### config.mk
export PLATFORM = sky130hd
export DESIGN_NAME = ps2_command_decoder_flat
export DESIGN_NICKNAME = d
export VERILOG_FILES = /design/src/rtl/ps2_command_decoder_if.sv /design/src/rtl/ps2_command_decoder.sv /design/src/flat_wrapper.sv
export SDC_FILE = /design/constraint.sdc
export NUM_CORES = 1
export LEC_CHECK = 0
export ABC_AREA = 1
export CAP_MARGIN = 20
export CORE_UTILIZATION = 49
export DETAILED_ROUTE_END_ITERATION = 12
export PLACE_DENSITY = 0.82
export RECOVER_POWER = 100
export SLEW_MARGIN = 30
export SYNTH_ARGS = -nofsm -noshare
export SYNTH_HDL_FRONTEND = slang
export SYNTH_SLANG_ARGS = --single-unit
### constraint.sdc
create_clock -name board_clk -period 1.6 [get_ports board_clk]
set_clock_uncertainty 0.1 [all_clocks]
set_input_delay 0.24 -clock board_clk [delete_from_list [all_inputs] [get_ports board_clk]]
set_output_delay 0.24 -clock board_clk [all_outputs]
set_load 0.1 [all_outputs]
### src/rtl/ps2_command_decoder_if.sv
// Scan-code / game-command bundle between the PS/2 front end, the decoder
// and the game state machine. The master side feeds bytes and game timing;
// the slave side (the decoder) returns committed directions and key events.
interface ps2_command_decoder_if;
    logic       scan_valid;
    logic [7:0] scan_code;
    logic       move_tick;
    logic       round_init;
    logic [1:0] p1_dir;
    logic [1:0] p2_dir;
    logic       start_pulse;
    logic       abort_pulse;
    logic [7:0] last_code;

    modport master (
        output scan_valid, scan_code, move_tick, round_init,
        input  p1_dir, p2_dir, start_pulse, abort_pulse, last_code
    );

    modport slave (
        input  scan_valid, scan_code, move_tick, round_init,
        output p1_dir, p2_dir, start_pulse, abort_pulse, last_code
    );
endinterface

### src/rtl/ps2_command_decoder.sv
// PS/2 set-2 scan-code to lightbike command decoder.
// Tracks E0/F0 prefixes, turns WASD / arrow makes into per-player turn
// requests held as pending until the move tick, blocks 180-degree reversals
// and emits one start/abort pulse per fresh Space/Esc press.
module ps2_command_decoder (
    input  logic                        board_clk,
    input  logic                        reset,
    ps2_command_decoder_if.slave        bus
);
    localparam logic [7:0] K_E0    = 8'hE0;
    localparam logic [7:0] K_F0    = 8'hF0;
    localparam logic [7:0] K_W     = 8'h1D;
    localparam logic [7:0] K_S     = 8'h1B;
    localparam logic [7:0] K_A     = 8'h1C;
    localparam logic [7:0] K_D     = 8'h23;
    localparam logic [7:0] K_UP    = 8'h75;
    localparam logic [7:0] K_DOWN  = 8'h72;
    localparam logic [7:0] K_LEFT  = 8'h6B;
    localparam logic [7:0] K_RIGHT = 8'h74;
    localparam logic [7:0] K_SPACE = 8'h29;
    localparam logic [7:0] K_ESC   = 8'h76;

    localparam logic [1:0] DIR_UP    = 2'b00;
    localparam logic [1:0] DIR_RIGHT = 2'b01;
    localparam logic [1:0] DIR_DOWN  = 2'b10;
    localparam logic [1:0] DIR_LEFT  = 2'b11;

    typedef enum logic [1:0] {
        ST_IDLE    = 2'd0,
        ST_EXT     = 2'd1,
        ST_BRK     = 2'd2,
        ST_EXT_BRK = 2'd3
    } state_t;

    state_t     r_state;
    logic       r_space_held;
    logic       r_esc_held;
    logic [1:0] r_p1_dir;
    logic [1:0] r_p1_pending;
    logic [1:0] r_p2_dir;
    logic [1:0] r_p2_pending;
    logic       r_start_pulse;
    logic       r_abort_pulse;
    logic [7:0] r_last_code;

    logic       w_is_e0;
    logic       w_is_f0;
    logic       w_prefix;
    logic       w_make;
    logic       w_make_ext;
    logic       w_release;
    logic       w_release_ext;
    logic       w_p1_req_valid;
    logic [1:0] w_p1_req_dir;
    logic       w_p2_req_valid;
    logic [1:0] w_p2_req_dir;
    logic [1:0] w_p1_ref;
    logic [1:0] w_p2_ref;
    logic       w_p1_accept;
    logic       w_p2_accept;
    logic       w_space_make;
    logic       w_space_release;
    logic       w_esc_make;
    logic       w_esc_release;

    assign bus.p1_dir      = r_p1_dir;
    assign bus.p2_dir      = r_p2_dir;
    assign bus.start_pulse = r_start_pulse;
    assign bus.abort_pulse = r_abort_pulse;
    assign bus.last_code   = r_last_code;

    // Classify the incoming byte against the prefix state and form turn requests.
    always_comb begin
        w_is_e0       = (bus.scan_code == K_E0);
        w_is_f0       = (bus.scan_code == K_F0);
        w_prefix      = w_is_e0 || w_is_f0;
        // A make completes from IDLE or EXT on any non-prefix byte.
        w_make        = bus.scan_valid && !w_prefix &&
                        ((r_state == ST_IDLE) || (r_state == ST_EXT));
        w_make_ext    = (r_state == ST_EXT);
        // After a break prefix, every byte (prefix values included) is the released key.
        w_release     = bus.scan_valid &&
                        ((r_state == ST_BRK) || (r_state == ST_EXT_BRK));
        w_release_ext = (r_state == ST_EXT_BRK);

        w_p1_req_valid = 1'b0;
        w_p1_req_dir   = DIR_UP;
        if (w_make) begin
            case (bus.scan_code)
                K_W:     begin w_p1_req_valid = 1'b1; w_p1_req_dir = DIR_UP;    end
                K_D:     begin w_p1_req_valid = 1'b1; w_p1_req_dir = DIR_RIGHT; end
                K_S:     begin w_p1_req_valid = 1'b1; w_p1_req_dir = DIR_DOWN;  end
                K_A:     begin w_p1_req_valid = 1'b1; w_p1_req_dir = DIR_LEFT;  end
                default: begin w_p1_req_valid = 1'b0; w_p1_req_dir = DIR_UP;    end
            endcase
        end

        // Arrows only count with E0; the same bytes bare are keypad keys.
        w_p2_req_valid = 1'b0;
        w_p2_req_dir   = DIR_UP;
        if (w_make && w_make_ext) begin
            case (bus.scan_code)
                K_UP:    begin w_p2_req_valid = 1'b1; w_p2_req_dir = DIR_UP;    end
                K_RIGHT: begin w_p2_req_valid = 1'b1; w_p2_req_dir = DIR_RIGHT; end
                K_DOWN:  begin w_p2_req_valid = 1'b1; w_p2_req_dir = DIR_DOWN;  end
                K_LEFT:  begin w_p2_req_valid = 1'b1; w_p2_req_dir = DIR_LEFT;  end
                default: begin w_p2_req_valid = 1'b0; w_p2_req_dir = DIR_UP;    end
            endcase
        end

        // On a tick the pending value is being committed, so filter against it.
        w_p1_ref    = bus.move_tick ? r_p1_pending : r_p1_dir;
        w_p2_ref    = bus.move_tick ? r_p2_pending : r_p2_dir;
        w_p1_accept = w_p1_req_valid && ((w_p1_req_dir ^ w_p1_ref) != 2'b10);
        w_p2_accept = w_p2_req_valid && ((w_p2_req_dir ^ w_p2_ref) != 2'b10);

        w_space_make    = w_make && !w_make_ext && (bus.scan_code == K_SPACE);
        w_esc_make      = w_make && !w_make_ext && (bus.scan_code == K_ESC);
        w_space_release = w_release && !w_release_ext && (bus.scan_code == K_SPACE);
        w_esc_release   = w_release && !w_release_ext && (bus.scan_code == K_ESC);
    end

    // Prefix FSM, held-key tracking, turn commit and all registered outputs.
    always_ff @(posedge board_clk) begin
        if (reset) begin
            r_state       <= ST_IDLE;
            r_space_held  <= 1'b0;
            r_esc_held    <= 1'b0;
            r_p1_dir      <= DIR_RIGHT;
            r_p1_pending  <= DIR_RIGHT;
            r_p2_dir      <= DIR_LEFT;
            r_p2_pending  <= DIR_LEFT;
            r_start_pulse <= 1'b0;
            r_abort_pulse <= 1'b0;
            r_last_code   <= 8'h00;
        end else begin
            if (bus.scan_valid) begin
                case (r_state)
                    ST_IDLE: begin
                        if (w_is_e0)      r_state <= ST_EXT;
                        else if (w_is_f0) r_state <= ST_BRK;
                        else              r_state <= ST_IDLE;
                    end
                    ST_EXT: begin
                        if (w_is_e0)      r_state <= ST_EXT;
                        else if (w_is_f0) r_state <= ST_EXT_BRK;
                        else              r_state <= ST_IDLE;
                    end
                    default: r_state <= ST_IDLE;
                endcase
                if (!w_prefix) r_last_code <= bus.scan_code;
            end

            r_start_pulse <= w_space_make && !r_space_held;
            r_abort_pulse <= w_esc_make && !r_esc_held;
            if (w_space_make)         r_space_held <= 1'b1;
            else if (w_space_release) r_space_held <= 1'b0;
            if (w_esc_make)           r_esc_held <= 1'b1;
            else if (w_esc_release)   r_esc_held <= 1'b0;

            if (bus.round_init) begin
                r_p1_dir     <= DIR_RIGHT;
                r_p1_pending <= DIR_RIGHT;
                r_p2_dir     <= DIR_LEFT;
                r_p2_pending <= DIR_LEFT;
            end else begin
                if (bus.move_tick) begin
                    r_p1_dir <= r_p1_pending;
                    r_p2_dir <= r_p2_pending;
                end
                if (w_p1_accept) r_p1_pending <= w_p1_req_dir;
                if (w_p2_accept) r_p2_pending <= w_p2_req_dir;
            end
        end
    end
endmodule

### src/flat_wrapper.sv
// flat-port wrapper written by rule: the top's interface ports become plain ports
module ps2_command_decoder_flat 
  (board_clk, reset, bus_scan_valid, bus_scan_code, bus_move_tick, bus_round_init, bus_p1_dir, bus_p2_dir, bus_start_pulse, bus_abort_pulse, bus_last_code);
  ps2_command_decoder_if bus_i ();
  input  logic board_clk;
  input  logic reset;
  input wire logic [$bits(bus_i.scan_valid)-1:0] bus_scan_valid;
  input wire logic [$bits(bus_i.scan_code)-1:0] bus_scan_code;
  input wire logic [$bits(bus_i.move_tick)-1:0] bus_move_tick;
  input wire logic [$bits(bus_i.round_init)-1:0] bus_round_init;
  output wire logic [$bits(bus_i.p1_dir)-1:0] bus_p1_dir;
  output wire logic [$bits(bus_i.p2_dir)-1:0] bus_p2_dir;
  output wire logic [$bits(bus_i.start_pulse)-1:0] bus_start_pulse;
  output wire logic [$bits(bus_i.abort_pulse)-1:0] bus_abort_pulse;
  output wire logic [$bits(bus_i.last_code)-1:0] bus_last_code;
  assign bus_i.scan_valid = bus_scan_valid;
  assign bus_i.scan_code = bus_scan_code;
  assign bus_i.move_tick = bus_move_tick;
  assign bus_i.round_init = bus_round_init;
  assign bus_p1_dir = bus_i.p1_dir;
  assign bus_p2_dir = bus_i.p2_dir;
  assign bus_start_pulse = bus_i.start_pulse;
  assign bus_abort_pulse = bus_i.abort_pulse;
  assign bus_last_code = bus_i.last_code;
  ps2_command_decoder u_core (.board_clk(board_clk), .reset(reset), .bus(bus_i));
endmodule
* Word-level counts from Yosys, hierarchy flattened *
Index checks and enable logic that the tools add are counted.

cells by class
  multiply operators = 0
  add/sub/neg operators = 0
  divide/modulo/power cells = 0
  shift-type cells = 0
  order comparisons = 0
  muxes and demuxes = 19
  bitwise logic cells = 3
  reductions and logical operators = 29
  equality and inequality tests = 17

operators by type and width
  operator                                                         number
  8-bit by 7-bit == test with 1-bit output, second input constant  5
  8-bit by 5-bit == test with 1-bit output, second input constant  3
  8-bit by 6-bit == test with 1-bit output, second input constant  2
  8-bit == test, second input constant                             2
  2-bit two-way mux                                                8
  1-bit logical AND                                                14
  2-bit one-hot mux with 3 select lines                            2
  1-bit two-way mux                                                8
  4-bit OR reduction                                               2
  1-bit zero test                                                  5
  2-bit == test, second input constant                             2
  2-bit != test, second input constant                             2
  2-bit one-hot mux with 2 select lines                            1
  2-bit nonzero test                                               2
  2-bit XOR                                                        2
  1-bit logical OR                                                 3
  2-bit by 1-bit == test with 1-bit output, second input constant  1
  2-bit zero test                                                  1
  2-bit AND reduction                                              1
  2-bit OR reduction                                               1
  1-bit NOT                                                        1

word-level totals
  RAM bits = 0
  memories kept = 0
  ROM bits = 0
  input bits = 13
  word-level logic and storage cells = 78
  flip-flop bits (word level) = 22
  output and inout port bits = 14
  latch bits = 0

* Logic depth before layout (Yosys ltp) *
Gate-level depths: netlist of the first run.

  depth in word-level cells = 10
  depth in mapped cells = 15
  gate-level depth less buffers = 14

* Least setup slack after synthesis of the first run *
Ideal clock, no wire load.

  kind = register -> register
  from = register u_core.r_p1_dir[1], in the netlist u_core.bus.p1_dir[1]
  to = register u_core.r_p1_pending[1]
  data arrival time = 1,715 ps
  setup time = 114 ps
  path buffers = 0
  data required time = 1,386 ps
  clock period less this slack = 1,929 ps
  stages on the path, launching flop included = 10
  setup slack = -329 ps
  cells stage by stage = dfxtp_1 -> o21ai_0 -> inv_1 -> nand4_1 -> nand2_1 -> inv_2 -> nand2_2 -> nand2_2 -> nor2_1 -> nor2_2

between the ends
  cells in the longest elaborated chain, start to end = 4

ends and longest elaborated chain
  item                    line                        text
  from (decl)             ps2_command_decoder.sv:38   logic [1:0] r_p1_dir;
  from (signal assigned)  ps2_command_decoder.sv:168  r_p1_dir <= r_p1_pending;
  2-bit two-way mux       -
  2-bit XOR               ps2_command_decoder.sv:114  w_p1_accept = w_p1_req_valid && ((w_p1_req_dir ^ w_p1_ref) != 2'b10);
  2-bit != test           ps2_command_decoder.sv:114
  1-bit logical AND       ps2_command_decoder.sv:114
  to (signal assigned)    ps2_command_decoder.sv:171  if (w_p1_accept) r_p1_pending <= w_p1_req_dir;
  to (decl)               ps2_command_decoder.sv:39   logic [1:0] r_p1_pending;

Every way passes these cells.
A chain may end at the register's enable or synchronous reset.

* Worst setup path in the final report of the first run *
  from = input bus_move_tick
  to = register u_core.r_p1_pending[1]

between the ends
  cells in the longest elaborated chain, start to end = 4

ends and longest elaborated chain
  item               line                        text
  from (decl)        flat_wrapper.sv:9           input wire logic [$bits(bus_i.move_tick)-1:0] bus_move_tick;
  2-bit two-way mux  -
  2-bit XOR          ps2_command_decoder.sv:114
  2-bit != test      ps2_command_decoder.sv:114
  1-bit logical AND  ps2_command_decoder.sv:114

Every way passes these cells.

==> results of run 1 <==
layout make-up:
type	instances	area [sq um]
Multi-Input combinational cell	125	729
Timing Repair Buffer	73	693
Sequential cell	22	448
Fill cell	97	215
Inverter	26	97.6
Clock buffer	4	36.3
Tap cell	28	35.0
per-stage QoR:
| stage | util (%) | setup TNS (ps) | area [sq um] | hold WS [ps] |
|---|---|---|---|---|
| 6_report | 90.5 | 0 | 2040 | 176 |
| 5_1_grt | 90.5 | -195 | 2040 | 190 |
| 4_1_cts | 87.8 | 0 | 1980 | 336 |
| 3_5_place_dp | 82.8 | -6680 | 1870 | 318 |
| 3_3_place_gp | 82.8 | -4800 | 1870 | 314 |
| 2_1_floorplan | - | 0 | 1200 | 285 |
sequential cells by signal, summed over array words and instances, names as in the netlist:
name	cells
u_core.r_state	2
u_core.r_space_held	1
u_core.bus.p1_dir	2
u_core.r_p1_pending	2
u_core.bus.last_code	8
u_core.bus.p2_dir	2
u_core.bus.abort_pulse	1
u_core.r_p2_pending	2
u_core.bus.start_pulse	1
u_core.r_esc_held	1
what timing repair did:
item                                    4_1_cts  5_1_grt
endpoints found under the setup margin        9       11
buffers inserted                              6        7
pin swaps                                     9       16
resized for setup                            22       42
Yosys cell counts, drive strengths merged:
cell type,instances,area (sq um)
nand3,14,87.6
a31oi,1,6.26
a211oi,2,15.0
inv,26,97.6
nor4,1,6.26
xor2,2,25.0
o21ai,10,50.0
buf,2,16.3
a21oi,11,55.1
nor2,23,98.8
mux2i,1,10.0
clkbuf,1,3.75
o31ai,1,7.51
dfxtp,22,440
nor3,4,30.0
nand3b,2,15.0
nand4,4,25.0
nand2,49,201
metal layers:
layer / share of wire (%) / GRT usage (%) / vias up
met1: 33 / 40.4 / 765
li1: - / - / 711
met3: 12 / 6.55 / 68
met4: 9.5 / 20.7 / 0
met5: 0 / 0 / -
met2: 45 / 65.6 / 186
cell families (layout without fill, tap and decap cells):
logic type,Yosys count,after routing
AND/OR/NAND/NOR,97,97
multiplexers,1,1
XOR/XNOR,2,2
flip-flops,22,22
AO/OA/AOI/OAI,25,25
buffers and inverters,29,103
power breakdown:
group	leakage, nW	internal (W)	switching [W]
clock	0.0210	0.000140	0.000206
sequential	0.180	0.000567	0.0000216
combinational	0.825	0.000166	0.000282
total	1.03	0.000873	0.000509
worst reg2reg max path: stages, from the launching register on:
cell     delay, ps
dfxtp_1        340
inv_1           50
nand2_1         40
o21ai_0         80
buf_4          160
inv_1           90
nand4_1        140
nand2_1        120
inv_2           50
nand2_2        100
nand2_4         60
nand2_1         60
nand2_1         60
nor2_2          70
how the worst max path moves through the flow:
stage | from | to | cells past startpoint | slack (ps)
2_1_floorplan | u_core.bus.p1_dir[1] | u_core.r_p1_pending[1] | 9 | 20
3_3_place_gp | bus_scan_code[2] | u_core.r_p2_pending[1] | 12 | -460
3_5_place_dp | bus_scan_code[2] | u_core.r_p2_pending[0] | 13 | -610
4_1_cts | bus_scan_code[7] | u_core.r_p1_pending[1] | 15 | 10
5_1_grt | bus_scan_code[0] | u_core.r_p1_pending[1] | 16 | -100
6_report | bus_move_tick | u_core.r_p1_pending[1] | 12 | 40
cell usage in the layout, fill, tap and decap left out, drive strengths merged, types with 4 or more instances in the layout:
cell / count
clkbuf: 12
dfxtp: 22
nand2: 49
inv: 26
nand3: 14
o21ai: 10
buf: 61
nor3: 4
nand4: 4
nor2: 23
a21oi: 11
==> results.toml, run 1 <==
[placed_design]
port-buffer-count = 26
dpl.cell_count = 261
hpwl_microns = 2840
place_congestion = 0.871
dpl_worst_slack_ps = -613

[logic_synthesis]
synth_top_family_by_area = "simple AND/OR/NAND/NOR gates"
syn_area_per_cell_sq_um = 6.77
ys_warn_count = 0
synthSimpleGateAreaFrac_pct = 39.0
synth_area_sq_um = 1190
synthMuxAreaShare_pct = 0.840
synth_nets = 189
synth_cell_types = 28
synth_xor_area_share_pct = 2.10
synth-adder-area-share_pct = 0
synth-compound-area-share_pct = 11.2
synthCells = 176
ys_ff_latch = 22
ys_seq_area_share_pct = 37.0

[route]
via_count = 1730
drtIter0Drc = 126
viasPerCell = 6.22
drc_errors = 0
ant_nets = 0
drt-total-wl_microns = 6040
first_pass_iters = 5
wl_per_cell_microns = 21.7

[timing]
tightestPinTransition_ps = 490
fmax_mhz = 640
fin_ws_ps = 38.6
period_needed_ps = 1560
setup_viol = 0
hold_viol = 0
finalMaxSlewViolations = 0
max_slew_margin_pct = 67.6
fin_crit_sh_pct = 97.6

[worst_hold_path]
hold_path_depth = 4
min_from = "bus_scan_code[2]"
hold_end = "u_core.bus.last_code[2]"
hp-class = "in -> reg"

[setup_path]
path_max_fanout = 3
path_cells = "clkdlybuf4s50_1 -> o21ai_0 -> buf_4 -> inv_1 -> nand4_1 -> nand2_1 -> inv_2 -> nand2_2 -> nand2_4 -> nand2_1 -> nand2_1 -> nor2_2"
slowest_stage = "clkdlybuf4s50_1"
crit_top_cell = "nand2_1"
crit_buf_inv = 4
reg2reg_to = "u_core.r_p1_pending[1]"
endpoint_kind = "register"
rr_worst_depth = 13
cpLargestDelayFamily = "buffers and inverters"
cp_data_arrival_time_ps = 1760
rr_startpoint = "u_core.r_p1_pending[1]"
worst_ep_required_time_ps = 1800
r2r_slack_ps = 60
path_class = "in -> reg"
cpPeakStageDelay_ps = 520
startpoint_type = "input pin"

[pwr]
power_density_nw_per_um2 = 678
leakage_nw = 1.03
ir_worst_vdd_mv = 0.646
p_total_w = 0.00138

[status]
outcome = "finished clean"

[clocking]
cts_made_buffers = 3
cts_tree = "built"
clockRootBuffer = "clkbuf_4"
cts.sinks = 22
clk_pin_slew_ps = 140
htree_levels = 1
clk_latency_ps = 340
postCtsHoldBufs = 0
clk_path_buf_depth = 2

[floorplanning]
ios = 27
initial_core_util_pct = 52.8
rows = 17
fp.dieH_microns = 51.3
die_x_microns = 51.3
core_area_sq_um = 2250
dieArea_sq_um = 2630

[global_routing]
antenna_found_initial = 0
grt_pass1_vias = 1487
grt_util_all_layers_pct = 36.7
grt-ovfl-total = 0
grt_max_degree = 13
grt_pass1_wl_microns = 6890

[cells_and_area]
syn_to_final_growth_pct = 71.2
drive_gt1_share_pct = 48.8
diodes = 0
final-instance-count-excl-fill = 278
final_nets = 264

[job]
drv_cap = 0
(Power assumes the default switching activity.)
==> run 2: changes to the inputs <==
--- a/config.mk
+++ b/config.mk
@@ -9,6 +9,7 @@
 export CAP_MARGIN = 20
 export CORE_UTILIZATION = 49
 export DETAILED_ROUTE_END_ITERATION = 12
+export HOLD_SLACK_MARGIN = 0.1
 export PLACE_DENSITY = 0.82
 export RECOVER_POWER = 100
 export SLEW_MARGIN = 30
==> results of run 2 <==
The final DEF is identical to that of run 1; final timing and power are the same.
==> run 3: changes to the inputs <==
--- a/config.mk
+++ b/config.mk
@@ -6,13 +6,14 @@
 export NUM_CORES = 1
 export LEC_CHECK = 0
 export ABC_AREA = 1
+export ABC_CLOCK_PERIOD_IN_PS = 1600
 export CAP_MARGIN = 20
 export CORE_UTILIZATION = 49
 export DETAILED_ROUTE_END_ITERATION = 12
 export HOLD_SLACK_MARGIN = 0.1
 export PLACE_DENSITY = 0.82
 export RECOVER_POWER = 100
-export SLEW_MARGIN = 30
+export SLEW_MARGIN = 20
 export SYNTH_ARGS = -nofsm -noshare
 export SYNTH_HDL_FRONTEND = slang
 export SYNTH_SLANG_ARGS = --single-unit
==> results of run 3 <==
The final DEF is identical to that of run 1; final timing and power are the same.
